File: config.mk
export PLATFORM = sky130hd
export DESIGN_NAME = cla28_pipe
export DESIGN_NICKNAME = d
export VERILOG_FILES = /design/src/rtl/cla28_pipe.sv
export SDC_FILE = /design/constraint.sdc
export NUM_CORES = 1
export LEC_CHECK = 0
export ABC_AREA = 1
export CORE_UTILIZATION = 44
export DETAILED_ROUTE_END_ITERATION = 16
export GPL_ROUTABILITY_DRIVEN = 0
export HOLD_SLACK_MARGIN = 0.02
export PLACE_DENSITY = 0.71
export SLEW_MARGIN = 20
export SYNTH_ARGS = -nofsm -noshare
export SYNTH_HDL_FRONTEND = slang
export SYNTH_SLANG_ARGS = --single-unit
File: constraint.sdc
create_clock -name clk -period 6.79 [get_ports clk]
set_input_delay 1.6975 -clock clk [delete_from_list [all_inputs] [get_ports clk]]
set_output_delay 1.6975 -clock clk [all_outputs]
set_load 0.1 [all_outputs]
File: src/rtl/cla28_pipe.sv
// cla28_pipe: two-stage pipelined carry-lookahead adder with valid/ready handshake.
// Stage 1 registers per-bit propagate/generate and per-nibble group P/G.
// Stage 2 resolves group and in-group carries and registers the sum.
// Optional feature macro: CLA28_PIPE_OVF_EN adds a registered two's-complement overflow output 'ovf'.

module cla28_pipe #(
    parameter int WIDTH = 28
) (
    input  logic             clk,
    input  logic             rst_n,
    input  logic             in_valid,
    output logic             in_ready,
    input  logic [WIDTH-1:0] a,
    input  logic [WIDTH-1:0] b,
    input  logic             cin,
    output logic             out_valid,
    input  logic             out_ready,
    output logic [WIDTH-1:0] sum,
    output logic             cout
`ifdef CLA28_PIPE_OVF_EN
    ,
    output logic             ovf
`endif
);

    localparam int NG = WIDTH / 4;

    // The lookahead is built from whole nibbles, so other widths are rejected at elaboration.
    generate
        if ((WIDTH % 4) != 0 || WIDTH < 8 || WIDTH > 64) begin : g_width_check
            $error("cla28_pipe: WIDTH must be a multiple of 4 in the range 8..64");
        end
    endgenerate

    // Raw per-bit propagate and generate of the incoming operands.
    logic [WIDTH-1:0] p_in;
    logic [WIDTH-1:0] g_in;

    assign p_in = a ^ b;
    assign g_in = a & b;

    // Stage-1 registers.
    logic [WIDTH-1:0] p_q,   p_d;
    logic [WIDTH-1:0] g_q,   g_d;
    logic [NG-1:0]    p03_q, p03_d;
    logic [NG-1:0]    g03_q, g03_d;
    logic             cin_q, cin_d;
    logic             s1_valid_q, s1_valid_d;

    // Stage-2 registers.
    logic [WIDTH-1:0] sum_q, sum_d;
    logic             cout_q, cout_d;
    logic             out_valid_q, out_valid_d;
`ifdef CLA28_PIPE_OVF_EN
    logic             ovf_q, ovf_d;
`endif

    // Pipeline advance enables.
    logic adv1;
    logic adv2;

    // Carry network of stage 2.
    logic [NG:0]      grp_carry;
    logic [WIDTH-1:0] bit_carry;
    logic [WIDTH-1:0] sum_raw;

    // Handshake: a stage moves when its successor is empty or moving; the pipe reads empty in reset.
    always_comb begin
        adv2     = !out_valid_q || out_ready;
        adv1     = !s1_valid_q || adv2;
        in_ready = adv1 || !rst_n;
    end

    // Stage 1 next state: capture operand P/G and nibble group P/G on accept, bubble when idle.
    always_comb begin
        p_d        = p_q;
        g_d        = g_q;
        p03_d      = p03_q;
        g03_d      = g03_q;
        cin_d      = cin_q;
        s1_valid_d = s1_valid_q;
        if (adv1) begin
            s1_valid_d = in_valid;
            if (in_valid) begin
                p_d   = p_in;
                g_d   = g_in;
                cin_d = cin;
                for (int k = 0; k < NG; k++) begin
                    p03_d[k] = &p_in[4*k +: 4];
                    g03_d[k] = g_in[4*k+3]
                             | (p_in[4*k+3] & g_in[4*k+2])
                             | (p_in[4*k+3] & p_in[4*k+2] & g_in[4*k+1])
                             | (p_in[4*k+3] & p_in[4*k+2] & p_in[4*k+1] & g_in[4*k]);
                end
            end
        end
    end

    // Stage 2 carries: lookahead across nibbles, then short ripple inside each nibble.
    always_comb begin
        grp_carry    = '0;
        bit_carry    = '0;
        grp_carry[0] = cin_q;
        for (int k = 0; k < NG; k++) begin
            grp_carry[k+1] = g03_q[k] | (p03_q[k] & grp_carry[k]);
        end
        for (int k = 0; k < NG; k++) begin
            bit_carry[4*k] = grp_carry[k];
            for (int j = 0; j < 3; j++) begin
                bit_carry[4*k+j+1] = g_q[4*k+j] | (p_q[4*k+j] & bit_carry[4*k+j]);
            end
        end
        sum_raw = p_q ^ bit_carry;
    end

    // Stage 2 next state: load the resolved result when the output register can advance.
    always_comb begin
        sum_d       = sum_q;
        cout_d      = cout_q;
        out_valid_d = out_valid_q;
`ifdef CLA28_PIPE_OVF_EN
        ovf_d       = ovf_q;
`endif
        if (adv2) begin
            out_valid_d = s1_valid_q;
            if (s1_valid_q) begin
                sum_d  = sum_raw;
                cout_d = grp_carry[NG];
`ifdef CLA28_PIPE_OVF_EN
                ovf_d  = bit_carry[WIDTH-1] ^ grp_carry[NG];
`endif
            end
        end
    end

    // State registers with synchronous active-low clear of both stages.
    always_ff @(posedge clk) begin
        if (!rst_n) begin
            p_q         <= '0;
            g_q         <= '0;
            p03_q       <= '0;
            g03_q       <= '0;
            cin_q       <= 1'b0;
            s1_valid_q  <= 1'b0;
            sum_q       <= '0;
            cout_q      <= 1'b0;
            out_valid_q <= 1'b0;
`ifdef CLA28_PIPE_OVF_EN
            ovf_q       <= 1'b0;
`endif
        end else begin
            p_q         <= p_d;
            g_q         <= g_d;
            p03_q       <= p03_d;
            g03_q       <= g03_d;
            cin_q       <= cin_d;
            s1_valid_q  <= s1_valid_d;
            sum_q       <= sum_d;
            cout_q      <= cout_d;
            out_valid_q <= out_valid_d;
`ifdef CLA28_PIPE_OVF_EN
            ovf_q       <= ovf_d;
`endif
        end
    end

    assign sum       = sum_q;
    assign cout      = cout_q;
    assign out_valid = out_valid_q;
`ifdef CLA28_PIPE_OVF_EN
    assign ovf       = ovf_q;
`endif

endmodule

==> run_results.csv <==
group,metric,value,unit
logic_synthesis,synth_enable_flop_cells,0,
floorplan,die_area,0.01019,mm^2
logic_synthesis,ys_seq_area_frac,0.4413,
grt,grt_pass1_wl,15.21,mm
worst_hold_path,worstHoldStart,"p03_q[6]$_SDFFE_PN0P_",
timing,slew_headroom,0.3434,
clock_tree,clk_pin_slew,70,ps
place,port_buffers,91,
final_layout,syn_to_final_growth,26.92,%
routing,num_vias,3676,
timing,finalMaxSlewViolations,0,
logic_synthesis,synthArstFlopShare,0,
pwr,finalPower,1.319,mW
floorplan,io_pins,92,
worst_hold_path,whs_path_depth,2,
logic_synthesis,synthCells,532,
logic_synthesis,syn-cell-area,0.004309,mm^2
timing,fin_crit_sh,0.7697,
logic_synthesis,syn_nets,642,
floorplan,core-area,0.009371,mm^2
timing,grt_setup_unrepaired,"false",
timing,final-setup-viol-count,0,
pwr,power_density,241.2,mW/mm^2
logic_synthesis,synth_cell_types,22,
clock_tree,tritoncts,"yes",
grt,grt_antenna_before_repair,0,
place,pre_cts_ws,1557,ps
clock_tree,clk_path_buf_depth,2,
outcome,status,"complete, no violations",
grt,first_global_vias,3561,
setup_path,setup.worst_path.start_class,"input port",
final_layout,num-nets-final,718,
clock_tree,cts_htree_levels,3,
timing,fin_ws,1564,ps
logic_synthesis,ys_ff_latch,95,
routing,drt_wl_total,9.042,mm
routing,drc,0,
place,place_hpwl,6.268,mm
setup_path,cp_max_fo,3,
setup_path,critical_path_class,"in2out",
grt,gr-total-overflow,0,
routing,via_per_inst,4.961,
logic_synthesis,syn-mean-instance-area,8.100,um^2
routing,drt_first_pass_iters,4,
setup_path,timing.rr.start,"cin_q$_SDFFE_PN0P_",
timing,setup_tns,0,ps
clock_tree,clk_latency,350,ps
pwr,p_leak,2.402,nW
final_layout,ff_latch_area,0.001902,mm^2
setup_path,crit_arrival,3530,ps
clock_tree,postCtsSetupBuffers,0,
final_layout,final_common_cell,"nor2_1",
logic_synthesis,ys_warn_count,0,
worst_hold_path,hold_end,"cout$_SDFFE_PN0P_",
floorplan,initial_core_util,0.4598,
timing,skew,13.61,ps
setup_path,cp.required,5090,ps
clock_tree,cts_buffers,9,
setup_path,end_kind,"primary output",
routing,drtIter0Drc,143,
timing,worst_pin_slew,981.9,ps
final_layout,finalCoreUtilization,0.5836,
timing,period_needed,5226,ps
setup_path,reg2regPathDepth,20,
pwr,ir_worst_vdd,141.7,uV
floorplan,core.rowCount,35,
final_layout,fill_cells,916,
final_layout,final_cell_mix,"nor2_1 (137), dfxtp_1 (95), clkdlybuf4s50_1 (90), o21ai_0 (75), ha_1 (49)",
final_layout,final_layout_size_suffix_gt1_frac,0.07680,
clock_tree,cts_hold_buf,0,
routing,wl_per_cell,12.20,um
grt,track_usage,0.1908,
timing,finalHoldViolations,0,
grt,grt_max_degree,81,
clock_tree,cts_root_buf,"clkbuf_8",
clock_tree,post_cts_resize_count,0,
floorplan,die_w,101.0,um
routing,ant_nets,0,
timing,clock.fmax,191.3,MHz
final_layout,diodes,0,
clock_tree,cts.sinks,95,
timing,whs,464.7,ps
floorplan,fp.dieH,101.0,um
final_layout,multiInputGateArea,0.002195,mm^2
logic_synthesis,synthFlopType,"dfxtp_1",
run,cap_viol_max_count,0,
setup_path,timing.rr.end,"sum[27]$_SDFFE_PN0P_",
worst_hold_path,worst_hold_path_type,"reg2reg",
setup_path,r2r_slack,4130,ps
layer usage:
metal  track usage  wire length [um]  up-vias
met5             0                 0        -
met4       0.08584               129        0
met3       0.03121               377       10
met2        0.3388              4296       77
met1        0.2256              4238     1676
li1              -                 -     1913
flip-flops by register name (all words and copies together) (netlist names):
name and count:
cin_q 1, g03_q 7, g_q 21, cout 1, s1_valid_q 1, p_q 28, p03_q 7, sum 28
out_valid 1
Yosys cell counts, types with 4 or more instances:
cell type    n  area, um^2
a221oi_1     4       35.03
clkbuf_1    16       60.06
a21oi_1     29       145.1
inv_1       19       71.32
ha_1        49       613.1
nand3_1     11       55.05
nand4_1      7       43.79
nand2_1     32       120.1
or2_2       14       87.58
nand2_2     12       75.07
nor2_1     137       514.2
xor2_1       7       61.31
buf_2       11       55.05
dfxtp_1     95        1902
o211ai_1     4       30.03
o21ai_0     75       375.4
layout make-up:
cell class                      count  area share
Clock buffer                       12     0.02471
Multi-Input combinational cell    386      0.4013
Clock inverter                      3     0.01258
Sequential cell                    95      0.3477
Inverter                           23     0.01579
Tap cell                          129     0.02951
Timing Repair Buffer               93      0.1684
per-stage QoR:
step                      std cells  cell area [um^2]
after floorplan                 532              4309
after global placement          726              5265
final                           741              5469
after global routing            741              5469
after CTS                       741              5469
after detailed placement        726              5265
power breakdown:
part	internal [mW]	total, mW	switching (mW)	leakage (nW)
sequential	0.598	0.619	0.0212	0.785
clock	0.207	0.387	0.180	0.101
combinational	0.111	0.313	0.202	1.52
cells by family (layout without fill, tap and decap cells):
kind of cell	Yosys count	after routing	share of synthesized area
DFF	95	95	0.4413
xor gates and xnor gates	7	7	0.01423
and+or+nand+nor	214	214	0.2105
adders and majority gates	49	49	0.1423
AOI/OAI and AO/OA	116	116	0.1423
buffers and inverters	51	131	0.04936
worst max-delay path by stage:
| stage | start | to | slack [ps] | cells past startpoint |
|---|---|---|---|---|
| 6_report | out_ready | in_ready | 1560 | 6 |
| 5_1_grt | out_ready | in_ready | 1510 | 6 |
| 4_1_cts | out_ready | in_ready | 1560 | 6 |
| 3_5_place_dp | out_ready | in_ready | 1560 | 6 |
| 3_3_place_gp | out_ready | in_ready | 1580 | 6 |
| 2_1_floorplan | rst_n | in_ready | 2330 | 3 |
critical path, cell delays in order:
cell             delay, ps
clkdlybuf4s50_1        460
inv_1                   40
nand2_1                 90
nor2_1                  70
nand2_1                 50
clkdlybuf4s50_1       1120
Power figures use the tool's default switching activity.
==> patch: new RTL, same settings <==
The option `CLA28_PIPE_OVF_EN` is turned on by a define.
--- a/src/rtl/cla28_pipe.sv
+++ b/src/rtl/cla28_pipe.sv
@@ -4,2 +4,4 @@
 // Optional feature macro: CLA28_PIPE_OVF_EN adds a registered two's-complement overflow output 'ovf'.
+
+`define CLA28_PIPE_OVF_EN
 
Function (old outputs only; new: ovf): kept (Yosys induction, for registers that start in step).
==> patch against the unedited design <==
Setup slack got worse by 0.063 ns; fmax fell by 1.2%; sequential share of layout area is 0.40 points lower; sequential cell count is 1 higher; final cell count grew 1.8%; synthesized area up 1.5%; critical path depth stayed put; first-iteration DRC count down 12%; cell area up 2.2%; hold slack improved by 0.010 ns; total power grew 6.7%; core utilization decreased by 0.63 points; wire length up 4.0%.
==> patch: results <==
[status]
run_status = finished clean

[placement]
place_hpwl_um = 6339
place_area_um2 = 5335
io_buffers = 92
placedCellCount = 738

[global_routing]
met3_usage = 0.02968
grt_pass1_wl_um = 15640
grt_antenna_before_repair = 0
grt_pass1_vias = 3631
use_met2 = 0.3482
grt_max_degree = 82
grt.total_usage = 0.1919
use_met1 = 0.2244

[worst_setup_path]
regToRegStartpoint = out_valid$_SDFFE_PN0P_
r2r_cells = 7
r2r_slack_ns = 3.63
crit_path_max_fanout = 3
r2r-end = g03_q[5]$_SDFFE_PN0P_
crit_family = buffers and inverters

[timing]
tightest_slew_ns = 1.014
skew_ns = 0.01412

[synth]
async_reset_ff_frac = 0
seq_area_frac_synth = 0.4396
synth_area_leaders = dfxtp_1 (44%), ha_1 (14%), nor2_1 (12%), o21ai_0 (8.4%), a21oi_1 (3.8%)
postSynthAreaPerCell_um2 = 8.096
syn_nets = 650
netlist_top_cells_count = nor2_1 (138), dfxtp_1 (96), o21ai_0 (73)
ys_types = 24

[worst_hold_path]
hold_path_startpoint = p_q[8]$_SDFFE_PN0P_
holdPathEnd = p_q[8]$_SDFFE_PN0P_

[routing]
drt_iter0_markers = 126
firstDrtPassIters = 4
wl_met2_um = 4449
wire_per_inst_um = 12.47
vias = 3807
wl_met3_um = 418
wl_met1_um = 4392

[cells_and_area]
stdcell_area_um2 = 5590
clock_buffers = 11
multi_input_area_share = 0.3984
final_cells = 754
fin_util = 0.5773
buf_share = 0.1652
antenna_cells = 0
regArea_um2 = 1922
multi_input_cells = 394
drive_gt1_frac = 0.08374
n_all_inverters = 22
clock_area_frac = 0.04543
n_fill_cell = 902
nNetsFinal = 726
seq_cell_count = 96

[pwr]
switching_share = 0.3011
ir_drop_mv = 0.09691
leakage_nw = 2.453

[clock_tree]
cts_resized = 0
cts.clk_slew.worst_paths_ns = 0.09
cts-root-buf = clkbuf_8
insertion_delay_ns = 0.35
h-tree-depth = 3
[patch: cell count changes after synthesis, moves of 2 or more]
cell      delta
inv_1        -2
clkbuf_1     +2
o21ai_0      -2
nand2_1      +3
a21oi_1      +4
o21ai_1      +3
buf_2        -3
[patch: worst register-to-register path: cells and delay by family, from the launching register on]
kind                   cells  cell delay (ns)
buffers and inverters      2             1.09
and+or+nand+nor            3             1.04
AOI/OAI and AO/OA          2             0.54
DFF                        1             0.36
[patch: cell families (layout without fill, tap and decap cells)]
group | Yosys count | in the layout | synth area share
buf+inv | 50 | 131 | 0.05094
fa+ha+maj | 49 | 49 | 0.1402
flops | 96 | 96 | 0.4396
simple gates | 219 | 219 | 0.2135
compound gates | 119 | 119 | 0.1417
xor+xnor | 7 | 7 | 0.01402
[patch: per-stage QoR]
step	worst slack, ns	power (mW)	hold WS (ns)
after floorplan	2.422	0.8657	0.4445
after global placement	1.518	0.9594	0.4530
after detailed placement	1.508	0.9651	0.4603
after CTS	1.502	1.419	0.4769
after global routing	1.419	1.477	0.4988
final	1.501	1.407	0.4752
[patch: power by group through the flow]
| stage | sequential, mW | clock (mW) | combinational, mW |
|---|---|---|---|
| after global routing | 0.632 | 0.489 | 0.355 |
| after detailed placement | 0.639 | 0 | 0.326 |
| after CTS | 0.626 | 0.465 | 0.328 |
| after global placement | 0.637 | 0 | 0.322 |
| final | 0.626 | 0.456 | 0.325 |
| after floorplan | 0.739 | 0 | 0.127 |
[patch: how the worst max path moves through the flow]
| stage | endpoint | slack, ns | cells after the start |
|---|---|---|---|
| after floorplan | in_ready | 2.42 | 3 |
| after CTS | in_ready | 1.50 | 6 |
| final | in_ready | 1.50 | 6 |
| after global placement | in_ready | 1.52 | 6 |
| after global routing | in_ready | 1.42 | 6 |
| after detailed placement | in_ready | 1.51 | 6 |
